### src/rtl/ethii_demux_if.sv
// Ethernet II stream bundle: parsed header (dest/src/type) plus 32-bit payload.
interface ethii_demux_if;
    logic [47:0] mac_dest;
    logic [47:0] mac_src;
    logic [15:0] mac_type;
    logic        mac_vld;
    logic        mac_rdy;
    logic [31:0] tdata;
    logic [3:0]  tkeep;
    logic        tlast;
    logic        tvld;
    logic        trdy;

    // Producer of header and payload; both readies come back from the consumer.
    modport master (
        output mac_dest, mac_src, mac_type, mac_vld, tdata, tkeep, tlast, tvld,
        input  mac_rdy, trdy
    );

    // Consumer of header and payload.
    modport slave (
        input  mac_dest, mac_src, mac_type, mac_vld, tdata, tkeep, tlast, tvld,
        output mac_rdy, trdy
    );
endinterface

### src/rtl/ethii_demux.sv
// Ethernet II receive demux: classifies each frame by EtherType and optional
// destination-MAC filter, then forwards it to the ARP or IPv4 port or drops it.
module ethii_demux #(
    parameter bit FILTER_EN = 1'b1,
    parameter int CNT_W     = 16
) (
    input  logic               clk,
    input  logic               reset,
    input  logic [47:0]        local_mac,
    ethii_demux_if.slave       rx,
    ethii_demux_if.master      arp,
    ethii_demux_if.master      ipv4,
    output logic [CNT_W-1:0]   drop_cnt
);
    localparam logic [15:0] TYPE_ARP  = 16'h0806;
    localparam logic [15:0] TYPE_IPV4 = 16'h0800;
    localparam logic [47:0] MAC_BCAST = 48'hFFFF_FFFF_FFFF;

    typedef enum logic [1:0] {IDLE, PLD_ARP, PLD_IPV4, DROP} state_t;

    state_t state;
    state_t state_nxt;

    logic addr_ok;
    logic is_arp;
    logic is_ipv4;
    logic hdr_rdy;
    logic hdr_hs;
    logic pld_rdy;
    logic beat_hs;
    logic arp_reg_free;
    logic ipv4_reg_free;

    assign addr_ok = !FILTER_EN || (rx.mac_dest == local_mac) || (rx.mac_dest == MAC_BCAST);
    assign is_arp  = addr_ok && (rx.mac_type == TYPE_ARP);
    assign is_ipv4 = addr_ok && (rx.mac_type == TYPE_IPV4);

    // A new header is only taken once both header registers have drained.
    assign hdr_rdy = !reset && (state == IDLE) && !arp.mac_vld && !ipv4.mac_vld;
    assign hdr_hs  = rx.mac_vld && hdr_rdy;

    assign arp_reg_free  = !arp.tvld || arp.trdy;
    assign ipv4_reg_free = !ipv4.tvld || ipv4.trdy;
    assign beat_hs       = rx.tvld && pld_rdy;

    assign rx.mac_rdy = hdr_rdy;
    assign rx.trdy    = pld_rdy;

    // State register.
    always_ff @(posedge clk) begin
        // NOTE: clocked state uses non-blocking assignments so every flop samples pre-edge values.
        if (reset) begin
            state <= IDLE;
        end else begin
            state <= state_nxt;
        end
    end

    // Next-state decode and payload ready for the active port.
    always_comb begin
        // NOTE: defaults first so every path assigns every output -- no latches.
        state_nxt = state;
        pld_rdy   = 1'b0;
        case (state)
            IDLE: begin
                if (hdr_hs) begin
                    if (is_arp) begin
                        state_nxt = PLD_ARP;
                    end else if (is_ipv4) begin
                        state_nxt = PLD_IPV4;
                    end else begin
                        state_nxt = DROP;
                    end
                end
            end
            PLD_ARP:  pld_rdy = arp_reg_free;
            PLD_IPV4: pld_rdy = ipv4_reg_free;
            DROP:     pld_rdy = 1'b1;
            default:  state_nxt = IDLE;
        endcase
        if (reset) begin
            pld_rdy = 1'b0;
        end
        // Payload is never accepted in IDLE, so this only fires in a payload state.
        if (rx.tvld && pld_rdy && rx.tlast) begin
            state_nxt = IDLE;
        end
    end

    // ARP header register: loaded at classification, held until taken downstream.
    always_ff @(posedge clk) begin
        // NOTE: only the valid flag is reset; header/data fields are don't-care while invalid.
        if (reset) begin
            arp.mac_vld <= 1'b0;
        end else if (hdr_hs && is_arp) begin
            arp.mac_vld  <= 1'b1;
            arp.mac_dest <= rx.mac_dest;
            arp.mac_src  <= rx.mac_src;
            arp.mac_type <= rx.mac_type;
        end else if (arp.mac_rdy) begin
            arp.mac_vld <= 1'b0;
        end
    end

    // IPv4 header register: loaded at classification, held until taken downstream.
    always_ff @(posedge clk) begin
        if (reset) begin
            ipv4.mac_vld <= 1'b0;
        end else if (hdr_hs && is_ipv4) begin
            ipv4.mac_vld  <= 1'b1;
            ipv4.mac_dest <= rx.mac_dest;
            ipv4.mac_src  <= rx.mac_src;
            ipv4.mac_type <= rx.mac_type;
        end else if (ipv4.mac_rdy) begin
            ipv4.mac_vld <= 1'b0;
        end
    end

    // ARP payload register: one beat of buffering, held stable under backpressure.
    always_ff @(posedge clk) begin
        if (reset) begin
            arp.tvld <= 1'b0;
        end else if ((state == PLD_ARP) && beat_hs) begin
            arp.tvld  <= 1'b1;
            arp.tdata <= rx.tdata;
            arp.tkeep <= rx.tkeep;
            arp.tlast <= rx.tlast;
        end else if (arp.trdy) begin
            arp.tvld <= 1'b0;
        end
    end

    // IPv4 payload register: one beat of buffering, held stable under backpressure.
    always_ff @(posedge clk) begin
        if (reset) begin
            ipv4.tvld <= 1'b0;
        end else if ((state == PLD_IPV4) && beat_hs) begin
            ipv4.tvld  <= 1'b1;
            ipv4.tdata <= rx.tdata;
            ipv4.tkeep <= rx.tkeep;
            ipv4.tlast <= rx.tlast;
        end else if (ipv4.trdy) begin
            ipv4.tvld <= 1'b0;
        end
    end

    // Dropped-frame counter, saturating at all-ones.
    always_ff @(posedge clk) begin
        if (reset) begin
            drop_cnt <= '0;
        end else if (hdr_hs && !is_arp && !is_ipv4 && (drop_cnt != '1)) begin
            drop_cnt <= drop_cnt + 1'b1;
        end
    end
endmodule

### src/flat_wrapper.sv
// flat-port wrapper written by rule: the top's interface ports become plain ports
module ethii_demux_flat 
#(
    parameter bit FILTER_EN = 1'b1,
    parameter int CNT_W     = 16
)
  (clk, reset, local_mac, drop_cnt, rx_mac_dest, rx_mac_src, rx_mac_type, rx_mac_vld, rx_tdata, rx_tkeep, rx_tlast, rx_tvld, rx_mac_rdy, rx_trdy, arp_mac_dest, arp_mac_src, arp_mac_type, arp_mac_vld, arp_tdata, arp_tkeep, arp_tlast, arp_tvld, arp_mac_rdy, arp_trdy, ipv4_mac_dest, ipv4_mac_src, ipv4_mac_type, ipv4_mac_vld, ipv4_tdata, ipv4_tkeep, ipv4_tlast, ipv4_tvld, ipv4_mac_rdy, ipv4_trdy);
  ethii_demux_if rx_i ();
  ethii_demux_if arp_i ();
  ethii_demux_if ipv4_i ();
  input  logic clk;
  input  logic reset;
  input  logic [47:0] local_mac;
  output logic [CNT_W-1:0] drop_cnt;
  input wire logic [$bits(rx_i.mac_dest)-1:0] rx_mac_dest;
  input wire logic [$bits(rx_i.mac_src)-1:0] rx_mac_src;
  input wire logic [$bits(rx_i.mac_type)-1:0] rx_mac_type;
  input wire logic [$bits(rx_i.mac_vld)-1:0] rx_mac_vld;
  input wire logic [$bits(rx_i.tdata)-1:0] rx_tdata;
  input wire logic [$bits(rx_i.tkeep)-1:0] rx_tkeep;
  input wire logic [$bits(rx_i.tlast)-1:0] rx_tlast;
  input wire logic [$bits(rx_i.tvld)-1:0] rx_tvld;
  output wire logic [$bits(rx_i.mac_rdy)-1:0] rx_mac_rdy;
  output wire logic [$bits(rx_i.trdy)-1:0] rx_trdy;
  output wire logic [$bits(arp_i.mac_dest)-1:0] arp_mac_dest;
  output wire logic [$bits(arp_i.mac_src)-1:0] arp_mac_src;
  output wire logic [$bits(arp_i.mac_type)-1:0] arp_mac_type;
  output wire logic [$bits(arp_i.mac_vld)-1:0] arp_mac_vld;
  output wire logic [$bits(arp_i.tdata)-1:0] arp_tdata;
  output wire logic [$bits(arp_i.tkeep)-1:0] arp_tkeep;
  output wire logic [$bits(arp_i.tlast)-1:0] arp_tlast;
  output wire logic [$bits(arp_i.tvld)-1:0] arp_tvld;
  input wire logic [$bits(arp_i.mac_rdy)-1:0] arp_mac_rdy;
  input wire logic [$bits(arp_i.trdy)-1:0] arp_trdy;
  output wire logic [$bits(ipv4_i.mac_dest)-1:0] ipv4_mac_dest;
  output wire logic [$bits(ipv4_i.mac_src)-1:0] ipv4_mac_src;
  output wire logic [$bits(ipv4_i.mac_type)-1:0] ipv4_mac_type;
  output wire logic [$bits(ipv4_i.mac_vld)-1:0] ipv4_mac_vld;
  output wire logic [$bits(ipv4_i.tdata)-1:0] ipv4_tdata;
  output wire logic [$bits(ipv4_i.tkeep)-1:0] ipv4_tkeep;
  output wire logic [$bits(ipv4_i.tlast)-1:0] ipv4_tlast;
  output wire logic [$bits(ipv4_i.tvld)-1:0] ipv4_tvld;
  input wire logic [$bits(ipv4_i.mac_rdy)-1:0] ipv4_mac_rdy;
  input wire logic [$bits(ipv4_i.trdy)-1:0] ipv4_trdy;
  assign rx_i.mac_dest = rx_mac_dest;
  assign rx_i.mac_src = rx_mac_src;
  assign rx_i.mac_type = rx_mac_type;
  assign rx_i.mac_vld = rx_mac_vld;
  assign rx_i.tdata = rx_tdata;
  assign rx_i.tkeep = rx_tkeep;
  assign rx_i.tlast = rx_tlast;
  assign rx_i.tvld = rx_tvld;
  assign rx_mac_rdy = rx_i.mac_rdy;
  assign rx_trdy = rx_i.trdy;
  assign arp_mac_dest = arp_i.mac_dest;
  assign arp_mac_src = arp_i.mac_src;
  assign arp_mac_type = arp_i.mac_type;
  assign arp_mac_vld = arp_i.mac_vld;
  assign arp_tdata = arp_i.tdata;
  assign arp_tkeep = arp_i.tkeep;
  assign arp_tlast = arp_i.tlast;
  assign arp_tvld = arp_i.tvld;
  assign arp_i.mac_rdy = arp_mac_rdy;
  assign arp_i.trdy = arp_trdy;
  assign ipv4_mac_dest = ipv4_i.mac_dest;
  assign ipv4_mac_src = ipv4_i.mac_src;
  assign ipv4_mac_type = ipv4_i.mac_type;
  assign ipv4_mac_vld = ipv4_i.mac_vld;
  assign ipv4_tdata = ipv4_i.tdata;
  assign ipv4_tkeep = ipv4_i.tkeep;
  assign ipv4_tlast = ipv4_i.tlast;
  assign ipv4_tvld = ipv4_i.tvld;
  assign ipv4_i.mac_rdy = ipv4_mac_rdy;
  assign ipv4_i.trdy = ipv4_trdy;
  ethii_demux #(.FILTER_EN(FILTER_EN), .CNT_W(CNT_W)) u_core (.clk(clk), .reset(reset), .local_mac(local_mac), .rx(rx_i), .arp(arp_i), .ipv4(ipv4_i), .drop_cnt(drop_cnt));
endmodule
### config.mk
export PLATFORM = sky130hd
export DESIGN_NAME = ethii_demux_flat
export DESIGN_NICKNAME = d
export VERILOG_FILES = /design/src/rtl/ethii_demux_if.sv /design/src/rtl/ethii_demux.sv /design/src/flat_wrapper.sv
export SDC_FILE = /design/constraint.sdc
export NUM_CORES = 1
export LEC_CHECK = 0
export BUFFER_PORTS_ARGS = -buffer_cell sky130_fd_sc_hd__buf_2
export CAP_MARGIN = 20
export CORE_AREA = 2 2 202 204
export DETAILED_ROUTE_END_ITERATION = 6
export DIE_AREA = 0 0 204 206
export GPL_ROUTABILITY_DRIVEN = 0
export PLACE_DENSITY = 0.54
export SLEW_MARGIN = 10
export SYNTH_ARGS = -nofsm -noshare
export SYNTH_HDL_FRONTEND = slang
export SYNTH_SLANG_ARGS = --single-unit
export TNS_END_PERCENT = 50
### constraint.sdc
create_clock -name clk -period 17.9 [get_ports clk]
set_input_delay 5.37 -clock clk [delete_from_list [all_inputs] [get_ports clk]]
set_output_delay 5.37 -clock clk [all_outputs]
set_load 0.01 [all_outputs]
==> results.cfg <==
[status]
status = completed

[floorplan]
core_area_sq_mm = 0.04018
row_count = 74
initial_utilization_pct = 26.87
die_x_microns = 204
die_height_microns = 206
io_pins = 525
dieArea_sq_mm = 0.04202

[yosys]
async_flop_share_pct = 0
avgSynthCellArea_sq_um = 20.22
syn_nets = 740
ys_ff_latch = 320
synth_edf_count = 298
syn-cell-area_sq_mm = 0.01080
synth_cells = 534
synth.yosys.seq_area_share_pct = 86.94
ys_types = 40
yosys_warnings = 0
synth_ff_type = edfxtp_1

[flow_run]
maxCapViolations = 0

[timing]
finalClockSkew_ns = 0.01751
period_share_pct = 65.41
max_freq_mhz = 85.41
setup_viol = 0
report.final.slew_viol_count = 0
slew_headroom_pct = 37.48
hold_viol_final = 0
tightest_slew_ns = 0.9378
rsz0062_at_grt = no
finalCriticalPeriod_ns = 11.71
tns_ns = 0

[cells_and_area]
fin_nets = 1304
seq_area_sq_mm = 0.009389
drive_gt1_share_pct = 52.50
multi_input_area_sq_mm = 0.001385
area_growth_pct = 40.98
fillerInstances = 3853

[detailed_routing]
wl_met3_microns = 2409
ant_nets = 0
routed_wl_microns = 33870
firstDrtPassIters = 4
drc = 0
highest_layer = met5
met1_length_microns = 13610
drt_iter0_markers = 331
wl_per_cell_microns = 20.44
met2WireLength_microns = 17260
avgViaCountPerCell = 4.321
dr_total_vias = 7160

[clocking]
clock_latency_ns = 0.53
tritoncts = yes
clockBufferDepth = 3
htree_levels = 2
postCtsHoldBufs = 0
postCtsSetupRepairBufs = 0
cts_resized = 0
cts.clk_slew.worst_paths_ns = 0.05
numCtsBuffers = 36
clkSinkCount = 320
root_buffer = clkbuf_16

[place]
port_buffers = 524
post-dp-hpwl_microns = 26230

[power]
power.internal_mw = 1.244
p_clk_share_pct = 43.6
power.total_mw = 1.572
power_switching_mw = 0.3286
power_frac_comb_pct = 4.2
switching_share_pct = 20.90
max-vdd-ir-drop_v = 0.00006397
pwr-share-seq_pct = 52.2
pwr_density_cell_mw_per_mm2 = 103.3
p_leak_nw = 5.828

[grt]
antenna_found_initial = 5
grt_first_pass_wirelength_microns = 46410
track_usage_pct = 15.24
grt_pass1_vias = 6954
grt_max_degree = 67
overflow = 0

[critical_path]
cp-start-kind = input port
r2r_slack_ns = 15.19
crit_type = in2out
critPathMaxFanout = 23
crit_path_end_kind = output port
cp.required_ns = 12.53
critPathArrivalTime_ns = 6.34

[min_path]
hold_class = reg2reg
-- Yosys cell counts (3+ instances only) --
cell type	n	area [sq um]
edfxtp_1	298	8949
xnor2_1	53	464.2
nand4_1	39	244.0
dfxtp_1	22	440.4
a21oi_1	14	70.07
nand2_1	13	48.80
nor4_1	11	68.82
nor2_1	10	37.54
nand3_1	8	40.04
or4_1	7	52.55
or3_1	6	37.54
inv_1	5	18.77
nor3_1	5	25.02
o21ai_1	5	25.02
clkbuf_1	3	11.26
nand2b_1	3	18.77
or2_2	3	18.77
-- worst max-delay path, stage by stage --
cell	delay, ns
buf_2	0.24
or4_4	0.48
nor2_4	0.11
buf_2	0.13
-- sequential cells by signal, indices dropped and copies added (netlist names) --
signal	cells
u_core.arp.mac_dest	48
u_core.arp.mac_src	48
u_core.ipv4.mac_dest	48
u_core.ipv4.mac_src	48
u_core.arp.tdata	32
u_core.ipv4.tdata	32
u_core.arp.mac_type	16
u_core.drop_cnt	16
u_core.ipv4.mac_type	16
u_core.arp.tkeep	4
u_core.ipv4.tkeep	4
u_core.state	2
u_core.arp.mac_vld	1
u_core.arp.tlast	1
u_core.arp.tvld	1
u_core.ipv4.mac_vld	1
u_core.ipv4.tlast	1
u_core.ipv4.tvld	1
-- metrics by stage --
stage	hold WS (ns)	area, sq um	utilization, %	std cells	worst slack (ns)
floorplan	0.4929	10800	-	534	3.314
global placement	0.4871	14130	35.15	1592	6.209
detailed placement	0.4846	14130	35.15	1592	6.193
CTS	0.4933	15220	37.87	1654	6.192
global route	0.5334	15220	37.89	1657	6.132
finish	0.4914	15220	37.89	1657	6.192
-- final timing paths --
path                         to        startpoint  cells past startpoint
min reg2reg    u_core.ipv4.tvld  u_core.ipv4.tvld                      2
max                  rx_mac_rdy             reset                      4
min            u_core.ipv4.tvld  u_core.ipv4.tvld                      2
max reg2reg  u_core.drop_cnt[7]   u_core.state[1]                      7
-- kinds of logic after synthesis --
logic type      count (synthesis)  synth area share, %
buf+inv                         9               0.3244
flops                         320                86.94
mux                             1              0.09269
simple gates                  118                6.419
xor+xnor                       53                4.299
fa+ha+maj                       1               0.1158
compound gates                 32                1.807
-- per-layer routing --
metal / vias to the layer above / track usage (%)
met5: - / 0
met2: 300 / 26.07
met4: 2 / 4.529
met3: 40 / 4.289
met1: 3544 / 18.77
li1: 3274 / -
-- cell usage in the layout (no fill, tap or decap), types with 3 or more instances in the layout --
| master | n |
|---|---|
| buf_2 | 524 |
| edfxtp_1 | 298 |
| xnor2_1 | 53 |
| nand4_1 | 39 |
| clkbuf_16 | 36 |
| dfxtp_1 | 22 |
| a21oi_1 | 14 |
| nand2_1 | 13 |
| nor4_1 | 11 |
| nor2_1 | 10 |
| clkinv_1 | 10 |
| nand3_1 | 8 |
| or4_1 | 7 |
| clkinv_2 | 7 |
| or3_1 | 6 |
| buf_4 | 6 |
| inv_1 | 5 |
| o21ai_1 | 5 |
| diode_2 | 3 |
| nand2b_1 | 3 |
| or2_2 | 3 |
| nor3_1 | 3 |
| inv_6 | 3 |
-- final cells by class --
type / instances / share of cell area [%]
sequential: 320 / 61.67
timing repair buffer: 530 / 17.52
multi-input combinational: 205 / 9.098
clock buffer: 38 / 5.966
tap: 532 / 4.372
clock inverter: 24 / 1.200
inverter: 5 / 0.1233
antenna: 3 / 0.04931
-- power groups by stage --
stage	registers [mW]	logic, mW	clock network, mW
2_1_floorplan	0.837	0.0191	0
3_3_place_gp	0.836	0.0651	0
3_5_place_dp	0.836	0.0666	0
4_1_cts	0.820	0.0669	0.706
5_1_grt	0.820	0.0720	0.734
6_report	0.820	0.0663	0.686
Note: power is estimated with default switching activity, not from simulation.
